**config.mk**
```make
export PLATFORM = sky130hd
export DESIGN_NAME = wb_regbank
export DESIGN_NICKNAME = d
export VERILOG_FILES = /design/src/rtl/wb_regbank.sv
export SDC_FILE = /design/constraint.sdc
export NUM_CORES = 2
export LEC_CHECK = 0
export ABC_AREA = 1
export BUFFER_PORTS_ARGS = -buffer_cell sky130_fd_sc_hd__clkbuf_2
export CAP_MARGIN = 20
export CELL_PAD_IN_SITES_DETAIL_PLACEMENT = 0
export CELL_PAD_IN_SITES_GLOBAL_PLACEMENT = 1
export CORE_MARGIN = 2
export CORE_UTILIZATION = 45
export DETAILED_ROUTE_END_ITERATION = 10
export PLACE_DENSITY_LB_ADDON = 0.1
export SLEW_MARGIN = 20
export SYNTH_ARGS = -nofsm -noshare
export SYNTH_HDL_FRONTEND = slang
export SYNTH_SLANG_ARGS = --single-unit
```
**constraint.sdc**
```tcl
create_clock -name clk -period 2.4 [get_ports clk]
set_clock_uncertainty 0.2 [all_clocks]
set_input_delay 0.6 -clock clk [delete_from_list [all_inputs] [get_ports clk]]
set_output_delay 0.6 -clock clk [all_outputs]
set_load 0.01 [all_outputs]
```
**src/rtl/wb_regbank.sv**
```systemverilog
// wb_regbank: pipelined Wishbone register bank with fixed-latency, in-order responses.
// Define WB_REGBANK_ERR_EN to answer out-of-range addresses with wb_err instead of aliasing.
module wb_regbank #(
  parameter int AW              = 32,
  parameter int DW              = 64,
  parameter int NREG            = 16,
  parameter int LATENCY         = 2,
  parameter int MAX_OUTSTANDING = 2
) (
  input  logic              clk,
  input  logic              rst_n,
  input  logic              wb_cyc,
  input  logic              wb_stb,
  input  logic              wb_we,
  input  logic [AW-1:0]     wb_adr,
  input  logic [DW-1:0]     wb_dat_i,
  input  logic [DW/8-1:0]   wb_sel,
  output logic [DW-1:0]     wb_dat_o,
  output logic              wb_ack,
  output logic              wb_err,
  output logic              wb_stall
);
  localparam int OFS = $clog2(DW/8);
  localparam int IW  = $clog2(NREG);
  localparam int NB  = DW/8;

  logic [DW-1:0]      r_mem [NREG];
  logic [DW-1:0]      r_dat [LATENCY];
  logic [LATENCY-1:0] r_vld;
  logic [1:0]         r_cnt;
  logic               r_rdy;
  logic               w_acc;
  logic               w_oor;
  logic               w_last_err;
  logic               w_done;
  logic [IW-1:0]      w_idx;
  logic [DW-1:0]      w_rd;
  logic               w_unused;

  assign w_unused = &{1'b0, wb_adr};
  assign w_idx    = wb_adr[OFS+IW-1:OFS];
  assign wb_stall = wb_cyc & (r_cnt == 2'(MAX_OUTSTANDING));
  // r_rdy blocks the first edge after reset release even if a strobe is already up
  assign w_acc    = wb_cyc & wb_stb & ~wb_stall & r_rdy;
  assign w_rd     = (w_acc & ~wb_we & ~w_oor) ? r_mem[w_idx] : '0;
  assign wb_ack   = wb_cyc & r_vld[LATENCY-1] & ~w_last_err;
  assign wb_dat_o = wb_ack ? r_dat[LATENCY-1] : '0;
  assign w_done   = wb_ack | wb_err;

`ifdef WB_REGBANK_ERR_EN
  logic [LATENCY-1:0] r_err;

  assign w_oor      = |wb_adr[AW-1:OFS+IW];
  assign w_last_err = r_err[LATENCY-1];
  assign wb_err     = wb_cyc & r_vld[LATENCY-1] & r_err[LATENCY-1];

  always_ff @(posedge clk or negedge rst_n) begin
    if (!rst_n) begin
      r_err <= '0;
    end else begin
      r_err[0] <= w_acc & w_oor;
      for (int i = LATENCY-1; i > 0; i--) r_err[i] <= r_err[i-1];
    end
  end
`else
  assign w_oor      = 1'b0;
  assign w_last_err = 1'b0;
  assign wb_err     = 1'b0;
`endif

  always_ff @(posedge clk or negedge rst_n) begin
    if (!rst_n) begin
      for (int i = 0; i < NREG; i++) r_mem[i] <= '0;
    end else if (w_acc & wb_we & ~w_oor) begin
      for (int b = 0; b < NB; b++)
        if (wb_sel[b]) r_mem[w_idx][8*b +: 8] <= wb_dat_i[8*b +: 8];
    end
  end

  always_ff @(posedge clk or negedge rst_n) begin
    if (!rst_n) begin
      r_vld <= '0;
      r_rdy <= 1'b0;
      for (int i = 0; i < LATENCY; i++) r_dat[i] <= '0;
    end else begin
      r_rdy    <= 1'b1;
      r_vld[0] <= wb_cyc & w_acc;
      r_dat[0] <= w_rd;
      for (int i = LATENCY-1; i > 0; i--) begin
        r_vld[i] <= wb_cyc & r_vld[i-1];
        r_dat[i] <= r_dat[i-1];
      end
    end
  end

  always_ff @(posedge clk or negedge rst_n) begin
    if (!rst_n) r_cnt <= '0;
    else r_cnt <= !wb_cyc ? 2'd0 :
                  (w_acc & ~w_done) ? r_cnt + 2'd1 :
                  (~w_acc & w_done) ? r_cnt - 2'd1 : r_cnt;
  end
endmodule

```
## Word level (Yosys, flattened, before mapping)

Cells that the tools add are included.

| operators by class | value |
|---|---|
| reductions and logical operators | 1 |
| muxes and demuxes | 47 |
| $lt $le $gt $ge | 2 |
| equal/unequal tests | 2 |
| bitwise gates (word level) | 16 |
| add/subtract/negate cells | 2 |

Operators by type and width:

| cell | count |
|---|---|
| $mux 1024 | 15 |
| $bwmux 1024 | 8 |
| $demux 64 s4 | 8 |
| $mux 64 | 5 |
| $bmux 64 s4 | 1 |
| $mux 56 | 1 |
| $mux 48 | 1 |
| $mux 40 | 1 |
| $mux 32 | 1 |
| $mux 24 | 1 |
| $mux 16 | 1 |
| $and 1x1->1 | 11 |
| $mux 8 | 1 |
| $mux 2 | 3 |
| $ge 5x5->1 const B | 1 |
| $lt 5x1->1 const B | 1 |
| $not 4->5 | 1 |
| $not 1->1 | 4 |
| $ne 3x1->1 const B | 1 |
| $add 2x1->2 const B | 1 |
| $eq 2x2->1 const B | 1 |
| $sub 2x1->2 const B | 1 |
| $logic_and 1x1->1 | 1 |

| storage, ports and cells | value |
|---|---|
| output and inout port bits | 67 |
| word-level logic and storage cells | 91 |
| bits in registers | 1157 |
| input port bits | 109 |

## Depth between registers and ports, before layout

| logic depth | value |
|---|---|
| word-level depth | 28 |
| mapped depth | 12 |
| mapped depth without buffers | 9 |

## Worst setup path after synthesis

No wires, ideal clock.

| path | value |
|---|---|
| path kind | input-to-reg |
| start | input port wb_adr[4] |
| end | register r_mem[440] in the netlist's numbering |
| setup slack | 220 ps |
| setup time | 66 ps |
| data arrival time | 1914 ps |
| stages | 7 |
| data required time | 2134 ps |
| path through | buf_2 -> nor2_2 -> nand2_1 -> clkbuf_1 -> nor2_1 -> nand2_1 -> nand2_1 |

| between the ends | value |
|---|---|
| word-level cells in the longest chain between the ends | 25 |
| elaborated cells on any way between the ends | 36 |
| those cells by class | order compare (2); mux (32); bitwise (1); reduce/logical (1) |

RTL lines:

| item | line | source |
|---|---|---|
| from (decl) | 15 | `input logic [AW-1:0] wb_adr,` |
| $not 4->5 (implied by the code) (*) | 76 | `if (wb_sel[b]) r_mem[w_idx][8*b +: 8] <= wb_dat_i[8*b +: 8];` |
| $demux 64 s4 | 76 |  |
| $bwmux 1024 | 76 |  |
| $mux 1024 | 76 |  |
| $mux 1024 | 74 | `end else if (w_acc & wb_we & ~w_oor) begin` |
| $bwmux 1024 | 76 |  |
| $mux 1024 | 76 |  |
| $mux 1024 | 74 |  |
| [9 not listed] | -- |  |
| $bwmux 1024 | 76 |  |
| $mux 1024 | 76 |  |
| $mux 1024 | 74 |  |
| $bwmux 1024 | 76 |  |
| $mux 1024 | 76 |  |
| $mux 1024 | 74 |  |
| $bwmux 1024 | 76 |  |
| $mux 1024 (*) | 76 |  |
| to (signal, indexed assignment) | 76 |  |
| to (decl) | 27 | `logic [DW-1:0] r_mem [NREG];` |

Mark *: on every way between the ends. The rest lies on a longest branch, timed or not. The select of a mux whose other input is x is not followed.
A chain may end at the register's enable or synchronous reset.

## Final worst setup path

| path | value |
|---|---|
| start | register r_vld[1] |
| end | output port wb_dat_o[44] |

| between the ends | value |
|---|---|
| word-level cells in the longest chain between the ends | 2 |

RTL lines:

| item | line | source |
|---|---|---|
| from (decl) | 29 | `logic [LATENCY-1:0] r_vld;` |
| from (signal, indexed assignment) | 90 | `r_vld[i] <= wb_cyc & r_vld[i-1];` |
| $and 1x1->1 | 46 | `assign wb_ack = wb_cyc & r_vld[LATENCY-1] & ~w_last_err;` |
| $mux 64 | 47 | `assign wb_dat_o = wb_ack ? r_dat[LATENCY-1] : '0;` |
| to (decl) | 18 | `output logic [DW-1:0] wb_dat_o,` |

Every way passes these cells.

==> qor.txt <==
Status: finished with violations
Failing checks: setup timing
Crit path required time: 1.60 ns
Synth cell types: 19
DRT iter0 DRCs: 3826
First-pass GRT wire length: 270000 um
Clock-pin transition on the worst setup and hold timing paths: 0.05 ns
Power density over cell area: 716 nW/um^2
Initial antenna violation count: 6
Clk_lat worst skew: 0.73 ns
Seq cells post-synth: 1157
Final Non-Filler Cells: 8957
Top Ports: 176
Number of nets in the final layout: 7431
Final worst path period share: 1.09
Share of the synthesized area in the top cell type: 0.543
DP Wirelength: 111000 um
Max-cap violations: 0
R2R Path Start: r_rdy$_DFF_PN0_
Drt drc: 0
Fin crit period: 2.62 ns
Fill count: 11300
Vias in the first global route: 44900
FP Rows: 126
Clock Path Buffers: 3
# setup viols final: 65
CP Capture Type: output port
Fmax: 0.382 GHz
Met1 Use GR: 0.414
Post-Synthesis Cells: 7073
Tot GR Track Use: 0.289
Placed cells: 8705
Worst slew pin tran: 0.555 ns
Largest net degree at the start of global routing: 93
Synthesized area: 53300 um^2
Vias per cell: 5.16
Synth area leaders: dfrtp_1, nand2_1, o21ai_0
Starting Density: 0.453
M3 GR Usage: 0.0347
Antenna Nets Post-Route: 0
Total number of vias: 46200
CP Data Arrival Time: 1.82 ns
Area growth from synthesis to layout: 20.3%
Port bufs: 146
Root buf cell: clkbuf_16
Yosys warning total: 0
GRT met2 Usage: 0.463
CTS sink cnt: 1157
Worst vdd ir: 0.702 mV
Tot Pwr: 45.9 mW
Total grt overflow: 0
Die W: 348 um
Core region area: 118000 um^2
Hold WC Path Type: in2reg
Die area: 121000 um^2
Worst slew margin: 0.630
Routed WL per cell: 19.3 um
Most Used Layer, Global Route: met2
Mean Syn Cell Area: 7.53 um^2
Syn Nets: 7182
Min setup slack post-route: -0.217 ns
Critical path class: reg2out
Synth area leader: dfrtp_1
Final core occ: 0.544
Crit path launch type: flop
Final count of hold timing violations: 0
Final WL: 173000 um
LEAKAGE: 34.1 nW
Slew Limit Fails: 0
Die height: 348 um
Htree depth: 4
Sequential element share of the synthesized area: 0.543
Critical Path Fanout Max: 8
RSZ-0062 raised after global routing: yes
Critical path startpoint: r_vld[1]$_DFF_PN0_
Drt pass-1 iters: 6
GP Congestion: 0.826
Layout cells sized above 1: 0.130
Hold_sp: wb_cyc
CTS Buf Count: 135
CTS tree: done
## logic make-up (layout without fill, tap and decap cells)
kind of cell           after synthesis  in the layout  share of synthesized area
AO/OA/AOI/OAI                     1340           1340                      0.126
XOR/XNOR                             2              2                   0.000329
buffers and inverters             1043           1387                     0.0763
flip-flops                        1157           1157                      0.543
other                                2              6                   0.000141
AND/OR/NAND/NOR                   3529           3529                      0.254
## routing by layer
metal | up-vias | part of all wire
li1 | 22400 | -
met3 | 245 | 0.052
met4 | 8 | 0.026
met2 | 1200 | 0.46
met5 | - | 0.00032
met1 | 22400 | 0.46
## through the flow
stage	setup TNS [ns]	hold slack [ns]	cell area (um^2)	setup slack, ns
after floorplan	0	0.104	53300	0.220
after global placement	-38.65	0.132	58900	-0.234
after detailed placement	-74.50	0.135	58900	-0.300
after CTS	-14.89	0.0178	63700	-0.258
after global routing	-16.20	0.0825	64100	-0.286
final	-11.78	0.0720	64100	-0.217
## cells in the mapped netlist
library cell	instances
dfrtp_1	1157
nand4_1	33
a21oi_1	184
nor2_8	1
o21ai_0	1072
nand2_2	8
inv_2	6
xor2_1	2
inv_1	517
conb_1	2
nand3_1	67
nand2_1	2594
o21ai_1	84
buf_4	1
buf_1	58
clkbuf_1	344
nor2_2	38
buf_2	117
nor2_1	788
## worst paths after layout
path,endpoint,slack (ns),cells past startpoint
max,wb_dat_o[44],-0.22,5
min,r_vld[1]$_DFF_PN0_,0.07,4
max reg2reg,r_mem[49]$_DFFE_PN0P_,0.15,11
min reg2reg,r_dat[7]$_DFF_PN0_,0.14,0
max in group asynchronous,r_mem[265]$_DFFE_PN0P_,0.97,4
min in group asynchronous,r_dat[75]$_DFF_PN0_,0.18,2
## state kept, by name, indices dropped and copies added, names as in the netlist
signal	cells
r_mem	1024
r_dat	128
r_cnt	2
r_vld	2
r_rdy	1
## area by class of cell
type / instances / area, um^2 / share of cell area
tap: 1536 / 1920 / 0.0300
antenna: 4 / 10.0 / 0.000156
timing repair buffer: 632 / 6150 / 0.0959
sequential: 1157 / 29000 / 0.452
clock inverter: 24 / 251 / 0.00392
multi-input combinational: 4873 / 20700 / 0.323
clock buffer: 208 / 4120 / 0.0643
inverter: 523 / 1960 / 0.0306
## worst max-delay path, stage by stage (launching register included)
cell	delay (ns)
dfrtp_2	0.41
nand2_8	0.10
buf_8	0.15
clkbuf_16	0.19
nor2_2	0.09
buf_2	0.13
## where the power goes
part	switching, mW	leakage, nW	internal, mW
registers	0.401	14.0	20.7
logic	3.05	17.9	1.36
clock network	8.15	2.16	12.3
## what timing repair did
item	in CTS	in global routing
hold endpoints to repair	418	0
pin swaps	1	2
hold buffers	1	0
gates resized for setup	59	138
buffers inserted	7	3
gates cloned	4	1
setup endpoints to repair	66	71
## cell usage in the layout, fill, tap and decap left out, drive strengths merged
cell type,n
inv,523
nand3,67
buf,549
bufinv,5
xor2,2
clkinv,18
diode,4
clkinvlp,1
clkbuf,290
nand4,33
o21ai,1156
nand2,2602
dfrtp,1157
conb,2
dlygate4sd3,1
a21oi,184
nor2,827
No activity file was read; power rests on OpenSTA's default activity.
